**config.mk**
```make
export PLATFORM = sky130hd
export DESIGN_NAME = run_sequencer
export DESIGN_NICKNAME = d
export VERILOG_FILES = /design/src/rtl/run_seq_pkg.sv /design/src/rtl/mod_counter.sv /design/src/rtl/run_sequencer.sv
export SDC_FILE = /design/constraint.sdc
export NUM_CORES = 1
export LEC_CHECK = 0
export ABC_AREA = 1
export CAP_MARGIN = 20
export CELL_PAD_IN_SITES_DETAIL_PLACEMENT = 1
export CELL_PAD_IN_SITES_GLOBAL_PLACEMENT = 2
export CORE_UTILIZATION = 27
export CTS_CLUSTER_DIAMETER = 80
export DETAILED_ROUTE_END_ITERATION = 10
export GPL_ROUTABILITY_DRIVEN = 0
export HOLD_SLACK_MARGIN = 0.02
export PLACE_DENSITY_LB_ADDON = 0.12
export SETUP_SLACK_MARGIN = 0.1
export SYNTH_ARGS = -nofsm -noshare
export SYNTH_HDL_FRONTEND = slang
export SYNTH_SLANG_ARGS = --single-unit
```
**constraint.sdc**
```tcl
create_clock -name clock -period 2.2 [get_ports clock]
set_input_delay 0.33 -clock clock [delete_from_list [all_inputs] [get_ports clock]]
set_output_delay 0.33 -clock clock [all_outputs]
set_load 0.01 [all_outputs]
```
**src/rtl/run_seq_pkg.sv**
```systemverilog
// Shared encodings for the run sequencer: FSM state values and phase indices.
package run_seq_pkg;

  localparam int unsigned StateW = 2;

  typedef enum logic [StateW-1:0] {
    StHold = 2'd0,
    StRun  = 2'd1,
    StDone = 2'd2
  } run_state_e;

  localparam logic [1:0] PhImem = 2'd0;
  localparam logic [1:0] PhProc = 2'd1;
  localparam logic [1:0] PhDmem = 2'd2;
  localparam logic [1:0] PhReg  = 2'd3;

endpackage

```
**src/rtl/mod_counter.sv**
```systemverilog
// Modulo-N up counter with enable, synchronous clear and terminal-count flag.
module mod_counter #(
  parameter int unsigned Width   = 2,
  parameter int unsigned Modulus = 4
) (
  input  logic             clock,
  input  logic             reset,
  input  logic             en,
  input  logic             clr,
  output logic [Width-1:0] count,
  output logic             tc
);

  localparam logic [Width-1:0] MaxCount = Width'(Modulus - 1);

  logic [Width-1:0] count_q, count_d;

  always_comb begin
    count_d = count_q;
    if (clr) begin
      count_d = '0;
    end else if (en) begin
      count_d = (count_q == MaxCount) ? '0 : count_q + 1'b1;
    end
  end

  always_ff @(posedge clock) begin
    if (reset) begin
      count_q <= '0;
    end else begin
      count_q <= count_d;
    end
  end

  assign count = count_q;
  assign tc    = (count_q == MaxCount);

endmodule

```
**src/rtl/run_sequencer.sv**
```systemverilog
// Run controller: holds the core in reset, then sequences one-hot phase enables
// for a bounded number of processor cycles (or until halt) and parks in DONE.
module run_sequencer
  import run_seq_pkg::*;
#(
  parameter int unsigned RESET_CYCLES = 2,
  parameter int unsigned RUN_CYCLES   = 150,
  parameter int unsigned CNT_W        = 16
) (
  input  logic             clock,
  input  logic             reset,
  input  logic             pause,
  input  logic             halt_in,
  output logic             proc_reset,
  output logic             imem_en,
  output logic             proc_en,
  output logic             dmem_en,
  output logic             regfile_en,
  output logic [CNT_W-1:0] cycle_count,
  output logic             done,
  output logic [1:0]       state
);

  localparam int unsigned      HoldW    = (RESET_CYCLES > 1) ? $clog2(RESET_CYCLES) : 1;
  localparam logic [CNT_W-1:0] RunLimit = CNT_W'(RUN_CYCLES);
  localparam bit               NoRun    = (RUN_CYCLES == 0);

  run_state_e       state_q, state_d;
  logic [CNT_W-1:0] cycle_q, cycle_d, cycle_inc;
  logic             halt_q, halt_d;

  logic             hold_tc;
  logic [HoldW-1:0] unused_hold_cnt;
  logic [1:0]       phase;
  logic             phase_tc;
  logic             run_active;
  logic             cycle_end;

  assign run_active = (state_q == StRun) && !pause;
  // A processor cycle completes on the edge that leaves phase 3.
  assign cycle_end  = run_active && phase_tc;
  assign cycle_inc  = cycle_q + 1'b1;

  mod_counter #(
    .Width   (HoldW),
    .Modulus (RESET_CYCLES)
  ) u_hold_cnt (
    .clock (clock),
    .reset (reset),
    .en    (state_q == StHold),
    .clr   (state_q != StHold),
    .count (unused_hold_cnt),
    .tc    (hold_tc)
  );

  mod_counter #(
    .Width   (2),
    .Modulus (4)
  ) u_phase_cnt (
    .clock (clock),
    .reset (reset),
    .en    (run_active),
    .clr   (state_q == StHold),
    .count (phase),
    .tc    (phase_tc)
  );

  always_comb begin
    state_d = state_q;
    cycle_d = cycle_q;
    halt_d  = halt_q;
    case (state_q)
      StHold: begin
        if (hold_tc) begin
          state_d = NoRun ? StDone : StRun;
        end
      end
      StRun: begin
        halt_d = halt_q | halt_in;
        if (cycle_end) begin
          cycle_d = cycle_inc;
          if (halt_q || halt_in || (cycle_inc == RunLimit)) begin
            state_d = StDone;
          end
        end
      end
      StDone: ;
      default: state_d = StHold;
    endcase
  end

  always_ff @(posedge clock) begin
    if (reset) begin
      state_q <= StHold;
      cycle_q <= '0;
      halt_q  <= 1'b0;
    end else begin
      state_q <= state_d;
      cycle_q <= cycle_d;
      halt_q  <= halt_d;
    end
  end

  assign proc_reset  = (state_q == StHold);
  assign imem_en     = run_active && (phase == PhImem);
  assign proc_en     = run_active && (phase == PhProc);
  assign dmem_en     = run_active && (phase == PhDmem);
  assign regfile_en  = run_active && (phase == PhReg);
  assign done        = (state_q == StDone);
  assign state       = state_q;
  assign cycle_count = cycle_q;

endmodule

```
# After elaboration in Yosys (flattened, before gate mapping)
# Index checks and enable logic that the tools add are counted.
dict set report word_totals {
  romBits 0
  out_inout_bits 24
  ram_bits 0
  register_bits 22
  n_memories 0
  latch_bits 0
}
dict set report op_classes {
  n_mul 0
  n_bitwise 2
  magnitude_cmp 0
  eq_ne 9
  add_sub_neg 3
  n_mux 6
  n_reduce_logical 15
  shifts 0
  div 0
}
# op count
set ops {}
lappend ops {{$add A16 B1 Y16 const B} 1}
lappend ops {{$eq A16 B8 Y1 const B} 1}
lappend ops {{$mux W2} 4}
lappend ops {{$eq A2 B2 Y1 const B} 3}
lappend ops {{$pmux W2 S3} 1}
lappend ops {{$logic_and A1 B1 Y1} 5}
lappend ops {{$eq A2 B1 Y1 const B} 2}
lappend ops {{$logic_not A2 Y1} 2}
lappend ops {{$ne A2 B1 Y1 const B} 2}
lappend ops {{$reduce_and A4 Y1} 1}
lappend ops {{$reduce_or A2 Y1} 2}
lappend ops {{$add A2 B1 Y2 const B} 1}
lappend ops {{$logic_or A1 B1 Y1} 2}
lappend ops {{$ne A2 B2 Y1 const B} 1}
lappend ops {{$reduce_and A2 Y1} 1}
lappend ops {{$reduce_bool A2 Y1} 1}
lappend ops {{$add A1 B1 Y1 const B} 1}
lappend ops {{$logic_not A1 Y1} 1}
lappend ops {{$mux W1} 1}
lappend ops {{$not A1 Y1} 1}
lappend ops {{$or A1 B1 Y1} 1}

# Depth between registers and ports, before layout
# Gate-level depths: netlist of the first run.
dict set report logic_depth {
  word_depth 6
  depth_mapped 13
  mapped_depth_nobuf 13
}

# By module
# Synthesis of the first run repeated with hierarchy kept, for this count alone.
dict set report hier_totals {
  cells_unflattened 215
  area_unflattened_um2 1362.6
}
# mod seq_area_each_um2 instances cells_each area_each_um2
set by_module_without_submodules {}
lappend by_module_without_submodules {run_sequencer 380.4 1 194 1216.2}
lappend by_module_without_submodules {{mod_counter at u_phase_cnt} 40.0 1 14 97.6}
lappend by_module_without_submodules {{mod_counter at u_hold_cnt} 20.0 1 7 48.8}

# Worst setup path before layout of the first run
# Ideal clock, no wire load.
dict set report synth_timing {
  path_kind {reg-to-reg}
  startpoint {register cycle_q[1], in the netlist cycle_count[1]}
  endpoint {register state_q[0], in the netlist state[0]}
  setup_ns 0.121
  t_arrival_ns 1.639
  required_ns 2.079
  path_stages_with_launch 13
  path_buffers 0
  setup_slack_ns 0.441
  path_cell_list {dfxtp_1 -> ha_1 -> nand3_2 -> nor2_4 -> nand2_1 -> nand2_1 -> nand2_1 -> nor2_1 -> nand3_1 -> o21bai_2 -> nand3_1 -> nand2_1 -> nor2_1}
}
dict set report synth_between {
  elab_chain_len 5
}
# item line_no
set synth_rtl {}
lappend synth_rtl {{start, declared} run_sequencer.sv:29} ;# logic [CNT_W-1:0] cycle_q, cycle_d, cycle_inc;
lappend synth_rtl {{start signal, assigned} run_sequencer.sv:99} ;# cycle_q <= cycle_d;
lappend synth_rtl {{$add A16 B1 Y16} run_sequencer.sv:42} ;# assign cycle_inc = cycle_q + 1'b1;
lappend synth_rtl {{$eq A16 B8 Y1} run_sequencer.sv:82} ;# if (halt_q || halt_in || (cycle_inc == RunLimit)) begin
lappend synth_rtl {{$logic_or A1 B1 Y1} run_sequencer.sv:82}
lappend synth_rtl {{$ne A2 B1 Y1 (no line)} -}
lappend synth_rtl {{$reduce_and A4 Y1 (no line)} -}
lappend synth_rtl {{end signal, assigned} run_sequencer.sv:94} ;# state_q <= StHold;
lappend synth_rtl {{end signal, assigned} run_sequencer.sv:98} ;# state_q <= state_d;
lappend synth_rtl {{end, declared} run_sequencer.sv:28} ;# run_state_e state_q, state_d;
# No other way between the ends.
# A chain may end at the register's enable or synchronous reset.

# Worst setup path after layout of the first run
dict set report layout_timing {
  startpoint {register state_q[0], in the netlist state[0]}
  endpoint {output regfile_en}
}
dict set report layout_between {
  elab_chain_len 3
}
# item line_no
set layout_rtl {}
lappend layout_rtl {{$eq A2 B1 Y1} run_sequencer.sv:39} ;# assign run_active = (state_q == StRun) && !pause;
lappend layout_rtl {{$logic_and A1 B1 Y1} run_sequencer.sv:39}
lappend layout_rtl {{$logic_and A1 B1 Y1} run_sequencer.sv:108} ;# assign regfile_en = run_active && (phase == PhReg);
lappend layout_rtl {{end, declared} run_sequencer.sv:18} ;# output logic regfile_en,
# No other way between the ends.

==> results by group, run 1 <==
Logic synthesis
  • Yosys Warn Count: 0
  • #FFs+latches synth: 22
  • EDFF count, synth: 0
  • Top post-synthesis cells by area: dfxtp_1, nand2_1, inv_1
  • Post-synthesis instance area: approximately 0.0014 mm2
  • Synth area leader: dfxtp_1
  • Post-Syn Instances: 213
  • Syn nets: 223
  • Syn avg cell area: roughly 6.5 um2
  • Sequential element share of the synthesized area: 32.0%
  • Async SR Flop Fraction: 0%
  • Yosys cell types: 25
  • Most frequent cells after synthesis: nand2_1, inv_1, nor2_1
  • Post-synth top flop: dfxtp_1
  • Most frequent cell after synthesis: nand2_1
  • Yosys top cell area share: 32.0%

Flow run
  • Max-cap viol count: 0

Worst setup path
  • Crit path arrival time: 1.67 ns
  • Worst Path Class, Setup: reg -> out
  • Worst Setup End Kind: output port
  • Worst EP required: 1.87 ns
  • Crit Path Max Fanout: 7
  • Largest stage delay, worst path: 0.55 ns
  • Ordered list of cells on the worst path: nand2_1 -> nor2_2 -> inv_2 -> nor2_4 -> clkdlybuf4s50_1
  • Crit-path slowest cell: clkdlybuf4s50_1
  • Crit start category: flop

Drt
  • Via Count: 1,412
  • Drt pass-1 iters: 4
  • Wire length per cell: between 10 and 15 um
  • DR iter-0 viols: 35
  • Avg Vias per Cell: ~4.5
  • DR DRC count: 0
  • Total wire length: approximately 3600 um
  • Number of nets still failing antenna checks after routing: 0

Clock network
  • Hold_buf cts: 0
  • CTS root buf: clkbuf_8
  • Clk buf depth: 2
  • Clk sinks: 22
  • Htree depth: 1
  • CTS tree: yes
  • Clk_lat worst skew: around 0.27 ns
  • Reg clk slew, reported paths: around 0.09 ns
  • Inserted Clock Buffers: 3

STA
  • Final slew viol count: 0
  • Max frequency: 0.501 GHz
  • Final TNS setup: 0 ns
  • Min cycle time layout: 2.00 ns
  • Actual slew at the worst max-slew pin: 0.327 ns
  • Fin. Hold Viols: 0
  • Final setup viols: 0
  • RSZ-0062 raised after global routing: true
  • Rel. slew slack: 78.1%
  • Setup Skew: 0.00620 ns
  • Final worst path period share: 90.8%

Floorplan
  • Die height: between 70 and 80 um
  • # rows: 25
  • Ports: 28
  • CORE AREA: 0.00482 mm2
  • Die X: 73.4 um
  • Die area: 0.00539 mm2
  • Starting Density: between 20% and 30%

Placed design
  • Placed inst area: 0.00177 mm2
  • HPWL after DPL: 2890 um
  • Buffers on Ports: 27

Global routing
  • First-pass GRT wire length: approximately 6300 um
  • Vias in the first global route: roughly 1,300
  • Initial antenna violation count: 0
  • Grt ovf: 0
  • Largest net degree at the start of global routing: 13
  • Tot GR Track Use: 15.1%

Final layout
  • Share of layout cells above drive strength 1: 11.3%
  • Antenna cells: 0
  • Design Area, Final: 0.00183 mm2
  • Final Util: 38.0%
  • Nets: around 260
  • Area growth syn-to-layout: 32.8%

Min path
  • Hold crit path type: reg -> reg

Power and ir drop
  • Pwr/cell area: slightly below 600 mW/mm2
  • Leak pwr: 0.765 nW
  • Peak VDD IR: approximately 550 uV

Outcome
  • Outcome: completed
## logic make-up after synthesis
group	share of synthesized area (%)
flops	32.0
simple gates	32.7
xor+xnor	1.27
compound gates	17.2
fa+ha+maj	5.45
buf+inv	11.4
## where the power goes
group	switching, W	internal, W	total, W
Combinational	0.000163	0.000137	0.000299
Sequential	0.0000283	0.000431	0.000460
Clock	0.000143	0.000160	0.000303
## metal layers
| metal | global-route usage [%] | vias up | wire, um |
|---|---|---|---|
| met2 | 25.9 | 29 | 1690 |
| met3 | 3.16 | 2 | 173 |
| met1 | 19.3 | 641 | 1730 |
| met4 | 3.85 | 0 | 25 |
| li1 | - | 740 | - |
| met5 | 0 | - | 0 |
## worst max-delay path, delay by kind of cell, from the launching register on
kind	cells	cell delay, ns
buffers and inverters	2	0.64
flip-flops	1	0.42
AND/OR/NAND/NOR	3	0.35
## per-stage QoR
| stage | setup WS [ns] | hold slack (ns) | total power, W | cells |
|---|---|---|---|---|
| floorplan | 0.441 | 0.399 | 0.000634 | 213 |
| global placement | 0.211 | 0.415 | 0.000771 | 310 |
| detailed placement | 0.209 | 0.412 | 0.000766 | 310 |
| CTS | 0.141 | 0.428 | 0.00108 | 314 |
| global route | 0.0829 | 0.435 | 0.00113 | 314 |
| finish | 0.203 | 0.429 | 0.00106 | 314 |
## area by class of cell
cell class	instances	area [um2]
Clock buffer	4	55.1
Multi-Input combinational cell	149	785
Tap cell	67	83.8
Timing Repair Buffer	34	323
Inverter	38	143
Fill cell	654	2990
Sequential cell	22	440
## placed cells by master (no fill, tap or decap), drive strengths merged
cell type / synthesis / routed
nand2: 50 / 50
inv: 37 / 37
nor2: 33 / 33
clkdlybuf4s50: 0 / 27
dfxtp: 22 / 22
o21ai: 18 / 18
a21oi: 16 / 16
nand3: 12 / 12
buf: 1 / 7
ha: 6 / 6
o211ai: 4 / 4
clkbuf: 3 / 4
nand4: 3 / 3
o21bai: 3 / 3
xor2: 2 / 2
clkinv: 1 / 1
a31oi: 1 / 1
nor3: 1 / 1
## final timing paths
path / start / endpoint / slack [ns] / depth (start not counted)
setup reg to reg: cycle_count[1] / state[0] / 0.32 / 12
hold reg to reg: u_hold_cnt.count / u_hold_cnt.count / 0.43 / 1
hold / removal: u_hold_cnt.count / u_hold_cnt.count / 0.43 / 1
setup / recovery: state[0] / regfile_en / 0.20 / 5
## flip-flops by register name, summed over array words and instances (netlist names)
| register | flops |
|---|---|
| state | 2 |
| halt_q | 1 |
| u_phase_cnt.count | 2 |
| u_hold_cnt.count | 1 |
| cycle_count | 16 |
## what timing repair did
action                     4_1_cts  5_1_grt
setup buffers                    0        0
gates resized for setup          0        2
setup endpoints to repair        0        5
Note: power is estimated with default switching activity, not from simulation.
==> run 2: changes to the inputs <==
--- a/config.mk
+++ b/config.mk
@@ -9,10 +9,12 @@
 export CAP_MARGIN = 20
 export CELL_PAD_IN_SITES_DETAIL_PLACEMENT = 1
 export CELL_PAD_IN_SITES_GLOBAL_PLACEMENT = 2
-export CORE_UTILIZATION = 27
+export CORE_UTILIZATION = 30
+export CTS_BUF_LIST = sky130_fd_sc_hd__clkbuf_4
 export CTS_CLUSTER_DIAMETER = 80
 export DETAILED_ROUTE_END_ITERATION = 10
 export GPL_ROUTABILITY_DRIVEN = 0
+export GPL_TIMING_DRIVEN = 0
 export HOLD_SLACK_MARGIN = 0.02
 export PLACE_DENSITY_LB_ADDON = 0.12
 export SETUP_SLACK_MARGIN = 0.1
==> constraint.sdc (replaced) <==
create_clock -name clock -period 2.5 [get_ports clock]
set_input_delay 0.375 -clock clock [delete_from_list [all_inputs] [get_ports clock]]
set_output_delay 0.375 -clock clock [all_outputs]
set_load 0.01 [all_outputs]
==> run 2 against run 1 <==
  * Non-clock buffer count decreased by 2
  * Cell area decreased by 4.4%
  * Wire length decreased by 0.25%
  * Critical path type unchanged
  * Largest cell class unchanged
  * Largest power group unchanged
==> results by group, run 2 (synthesized netlist as in run 1, its figures left out) <==
Worst setup path
  • Worst Setup End Kind: output port
  • Crit path arrival time: 1.70 ns
  • Crit start category: flop
  • Worst Path Class, Setup: reg -> out
  • Crit Path Max Fanout: 7
  • Worst EP required: 2.12 ns

Floorplan
  • Die height: ~70 um
  • Die area: 0.00487 mm2
  • Ports: 28
  • CORE AREA: 0.00438 mm2
  • Starting Density: 31.4%
  • # rows: 24
  • Die X: 69.8 um

STA
  • Setup Skew: 0.00265 ns
  • Fin. Hold Viols: 0
  • Final slew viol count: 0
  • Final worst path period share: between 80% and 90%
  • Min cycle time layout: 2.08 ns
  • RSZ-0062 raised after global routing: false
  • Actual slew at the worst max-slew pin: ~0.6 ns
  • Max frequency: 0.481 GHz
  • Final setup viols: 0
  • Worst setup margin: 0.422 ns
  • Rel. slew slack: 60.9%

Flow run
  • Max-cap viol count: 0

Final layout
  • Antenna cells: 0
  • Most common cell after layout, fill and taps aside: nand2_1
  • Share of layout cells above drive strength 1: 8.20%
  • Nets: 256
  • Commonest non-fill, non-tap cells in the layout: nand2_1, inv_1, nor2_1, clkdlybuf4s50_1, dfxtp_1
  • Area growth syn-to-layout: 27.0%
  • Final Util: 39.9%
  • Number of flip-flops in the largest register: 16

Placed design
  • HPWL after DPL: 2750 um
  • Dpl ws: -0.166 ns
  • Buffers on Ports: 27

Drt
  • Total wire length: 3610 um
  • Wire length per cell: 12.2 um
  • Number of nets still failing antenna checks after routing: 0
  • Avg Vias per Cell: 4.72
  • Drt pass-1 iters: 4
  • DR DRC count: 0
  • Via Count: 1,396
  • DR iter-0 viols: 52

Global routing
  • Largest net degree at the start of global routing: 12
  • Vias in the first global route: 1,298
  • Initial antenna violation count: 0
  • Grt ovf: 0
  • First-pass GRT wire length: a little over 6000 um
  • Tot GR Track Use: 15.7%

Clock network
  • Htree depth: 1
  • Clk buf depth: 2
  • Inserted Clock Buffers: 3
  • CTS tree: yes
  • Clk_lat worst skew: 0.31 ns
  • CTS root buf: clkbuf_4
  • Clk sinks: 22
  • Reg clk slew, reported paths: 0.12 ns
  • Hold_buf cts: 0

Outcome
  • Outcome: completed

Power and ir drop
  • Sw frac: between 30% and 40%
  • Leak pwr: approximately 0.75 nW
  • Net switching power: 0.000278 W
  • Sequential Power Share: 48.4%
  • Logic pwr share: between 30 and 40%
  • Int Power: 0.000556 W
  • Clk pwr share: 20.6%
  • Peak VDD IR: 432 uV
  • Pwr/cell area: 477 mW/mm2

Min path
  • Hold crit path type: reg -> reg
-- run 2: per-layer routing --
| metal | up-vias | GRT usage, % | routed length, um |
|---|---|---|---|
| met1 | 634 | 21.6 | 1870 |
| met4 | 0 | 4.00 | 36 |
| met3 | 5 | 3.49 | 106 |
| li1 | 737 | - | - |
| met2 | 20 | 24.8 | 1600 |
| met5 | - | 0 | 0 |
-- run 2: path summary, 6_finish.rpt --
path | depth (start not counted) | end | start | slack, ns
setup / recovery | 6 | proc_en | state[1] | 0.42
hold reg to reg | 1 | u_hold_cnt.count | u_hold_cnt.count | 0.43
setup reg to reg | 12 | state[0] | cycle_count[1] | 0.46
hold / removal | 1 | u_hold_cnt.count | u_hold_cnt.count | 0.43
-- run 2: through the flow --
step / hold slack [ns] / area [um2] / std cells / total power (W) / setup TNS [ns]
final: 0.429 / 1750 / 296 / 0.000834 / 0
after global routing: 0.443 / 1750 / 296 / 0.000891 / 0
after CTS: 0.435 / 1750 / 296 / 0.000854 / 0
after detailed placement: 0.416 / 1710 / 292 / 0.000673 / -0.166
after global placement: 0.417 / 1710 / 292 / 0.000674 / -0.172
after floorplan: 0.399 / 1380 / 213 / 0.000558 / 0
-- run 2: area by class of cell --
cell class	count	area [um2]
Fill cell	579	2640
Multi-Input combinational cell	149	779
Sequential cell	22	440
Timing Repair Buffer	28	280
Inverter	38	143
Tap cell	52	65.1
Clock buffer	3	22.5
Buffer	4	18.8
-- run 2: critical path, stage by stage, from the launching register on --
cell             delay (ns)
dfxtp_1                0.36
inv_2                  0.09
nand2_1                0.07
nor2_1                 0.14
inv_2                  0.10
nor2_1                 0.09
clkdlybuf4s50_1        0.54
-- run 2: power groups by stage --
stage	registers [W]	clock network [W]	logic (W)
finish	0.000404	0.000171	0.000259
floorplan	0.000415	0	0.000143
global route	0.000408	0.000196	0.000288
detailed placement	0.000411	0	0.000261
CTS	0.000405	0.000186	0.000264
global placement	0.000412	0	0.000263
-- run 2: what timing repair did --
item                                    in CTS  in global routing
endpoints found under the setup margin       1                  1
resized for setup                            2                  1
pin swaps                                    1                  0
setup buffers                                1                  0
==> run 3: changes to the inputs <==
--- a/config.mk
+++ b/config.mk
@@ -9,7 +9,7 @@
 export CAP_MARGIN = 20
 export CELL_PAD_IN_SITES_DETAIL_PLACEMENT = 1
 export CELL_PAD_IN_SITES_GLOBAL_PLACEMENT = 2
-export CORE_UTILIZATION = 30
+export CORE_UTILIZATION = 28
 export CTS_BUF_LIST = sky130_fd_sc_hd__clkbuf_4
 export CTS_CLUSTER_DIAMETER = 80
 export DETAILED_ROUTE_END_ITERATION = 10
==> constraint.sdc (replaced) <==
create_clock -name clock -period 2 [get_ports clock]
set_input_delay 0.3 -clock clock [delete_from_list [all_inputs] [get_ports clock]]
set_output_delay 0.3 -clock clock [all_outputs]
set_load 0.01 [all_outputs]
==> run 3 against run 2 <==
  * Non-clock buffer count rose by 5
  * Wire length rose by 7.8%
  * Combinational power rose by 25%
  * Register-to-register slack got worse by 0.23 ns
  * Count of clock-buffer cells in the layout did not move
==> results by group, run 3 (synthesized netlist as in run 1, its figures left out) <==
Outcome
  • Outcome: completed

Power and ir drop
  • Leak pwr: 0.783 nW
  • Int Power: a little under 0.0007 W
  • Peak VDD IR: approximately 570 uV
  • Pwr/cell area: 564 mW/mm2
  • Sequential Power Share: 47.8%
  • Sw frac: 34.3%
  • Net switching power: 0.000362 W
  • Clk pwr share: 21.4%
  • Logic pwr share: a little under a third

Clock network
  • Clk sinks: 22
  • Clk_lat worst skew: 0.31 ns
  • CTS root buf: clkbuf_4
  • Clk buf depth: 2
  • Inserted Clock Buffers: 3
  • Htree depth: 1
  • Reg clk slew, reported paths: 0.14 ns
  • CTS tree: yes

Global routing
  • Initial antenna violation count: 0
  • First-pass GRT wire length: approximately 6500 um
  • Largest net degree at the start of global routing: 13
  • Tot GR Track Use: 15.9%
  • Vias in the first global route: 1,348
  • Grt ovf: 0

Worst setup path
  • Largest stage delay, worst path: roughly 0.39 ns
  • Worst Path Class, Setup: reg -> reg
  • Crit path top cell by count: nand3_1
  • Ordered list of cells on the worst path: ha_4 -> nand3_4 -> nor2_4 -> buf_4 -> buf_4 -> nand3_1 -> nand2_2 -> nor2_1 -> nand3_1 -> o21bai_2 -> nand3_1 -> nand2_1 -> nor2_1
  • Crit Path Max Fanout: 6
  • Crit path arrival time: 1.98 ns
  • Worst EP required: 2.22 ns
  • Worst Setup End Kind: flop
  • Crit-path slowest cell: dfxtp_4
  • Crit start category: flop

STA
  • Setup Skew: 0.00193 ns
  • Actual slew at the worst max-slew pin: 0.628 ns
  • Final TNS setup: 0 ns
  • Final slew viol count: 0
  • Fin. Hold Viols: 0
  • Min cycle time layout: 1.77 ns
  • Final setup viols: 0
  • Rel. slew slack: 58.1%
  • Final worst path period share: 88.3%
  • Max frequency: 0.566 GHz
  • RSZ-0062 raised after global routing: true

Floorplan
  • CORE AREA: 0.00472 mm2
  • Die height: ~72 um
  • Die area: 0.00520 mm2
  • Starting Density: 29.2%
  • # rows: 25
  • Ports: 28
  • Die X: 72.1 um

Final layout
  • Share of layout cells above drive strength 1: around 20%
  • Nets: 261
  • Final Util: 39.7%
  • Most common cell after layout, fill and taps aside: nand2_1
  • Antenna cells: 0
  • Commonest non-fill, non-tap cells in the layout: nand2_1, inv_1, clkdlybuf4s50_1, nor2_1, o21ai_0
  • Number of flip-flops in the largest register: 16
  • Design Area, Final: 0.00187 mm2
  • Area growth syn-to-layout: 36.0%

Drt
  • DR iter-0 viols: 36
  • Number of nets still failing antenna checks after routing: 0
  • Total wire length: 3890 um
  • Wire length per cell: between 10 and 15 um
  • DR DRC count: 0
  • Drt pass-1 iters: 4
  • Avg Vias per Cell: about 4.5
  • Via Count: between 1,000 and 1,500

Placed design
  • Buffers on Ports: 27
  • Placed inst area: 0.00173 mm2
  • HPWL after DPL: 2820 um

Flow run
  • Max-cap viol count: 0

Min path
  • Hold crit path type: reg -> reg
-- run 3: power groups by stage --
stage	sequential [W]	clock [W]	combinational [W]
floorplan	0.000519	0	0.000178
global placement	0.000515	0	0.000329
detailed placement	0.000515	0	0.000328
CTS	0.000505	0.000245	0.000331
global route	0.000511	0.000262	0.000362
finish	0.000504	0.000226	0.000325
-- run 3: layout make-up --
class / count / area, um2
clock inverter: 1 / 3.75
timing repair buffer: 33 / 307
buffer: 4 / 26.3
multi-input combinational: 149 / 822
clock buffer: 3 / 22.5
sequential: 22 / 463
tap: 67 / 83.8
inverter: 38 / 145
fill: 606 / 2850
-- run 3: path summary, 6_finish.rpt --
| kind | endpoint | cells after the start | start | slack [ns] |
|---|---|---|---|---|
| hold reg to reg | u_hold_cnt.count | 1 | u_hold_cnt.count | 0.44 |
| setup reg to reg | state[0] | 13 | cycle_count[0] | 0.23 |
| hold / removal | u_hold_cnt.count | 1 | u_hold_cnt.count | 0.44 |
| setup / recovery | state[0] | 13 | cycle_count[0] | 0.23 |
-- run 3: metrics by stage --
stage | setup slack [ns] | hold WS (ns) | instances | power [W]
after detailed placement | -0.496 | 0.417 | 307 | 0.000843
after floorplan | 0.241 | 0.399 | 213 | 0.000697
after CTS | 0.0535 | 0.443 | 316 | 0.00108
final | 0.234 | 0.445 | 317 | 0.00106
after global routing | 0.0429 | 0.482 | 317 | 0.00114
after global placement | -0.494 | 0.419 | 307 | 0.000844
-- run 3: worst max-delay path: cells and delay by family, from the launching register on --
kind	cells	cell delay (ns)
compound gates	1	0.15
flops	1	0.39
buf+inv	2	0.26
fa+ha+maj	1	0.17
simple gates	9	0.68
-- run 3: metal layers --
layer / track usage (%) / wire length (um) / part of all wire [%] / vias to the layer above
li1: - / - / - / 742
met1: 22.5 / 2000 / 51 / 657
met2: 26.0 / 1780 / 46 / 19
met3: 1.67 / 91 / 2.3 / 2
met4: 3.92 / 21 / 0.54 / 0
met5: 0 / 0 / 0 / -
-- run 3: timing repair --
item                       4_1_cts  5_1_grt
resized for setup               15       27
setup endpoints to repair       15       11
pin swaps                        2        1
hold buffers                     0        0
buffers inserted                 5        1
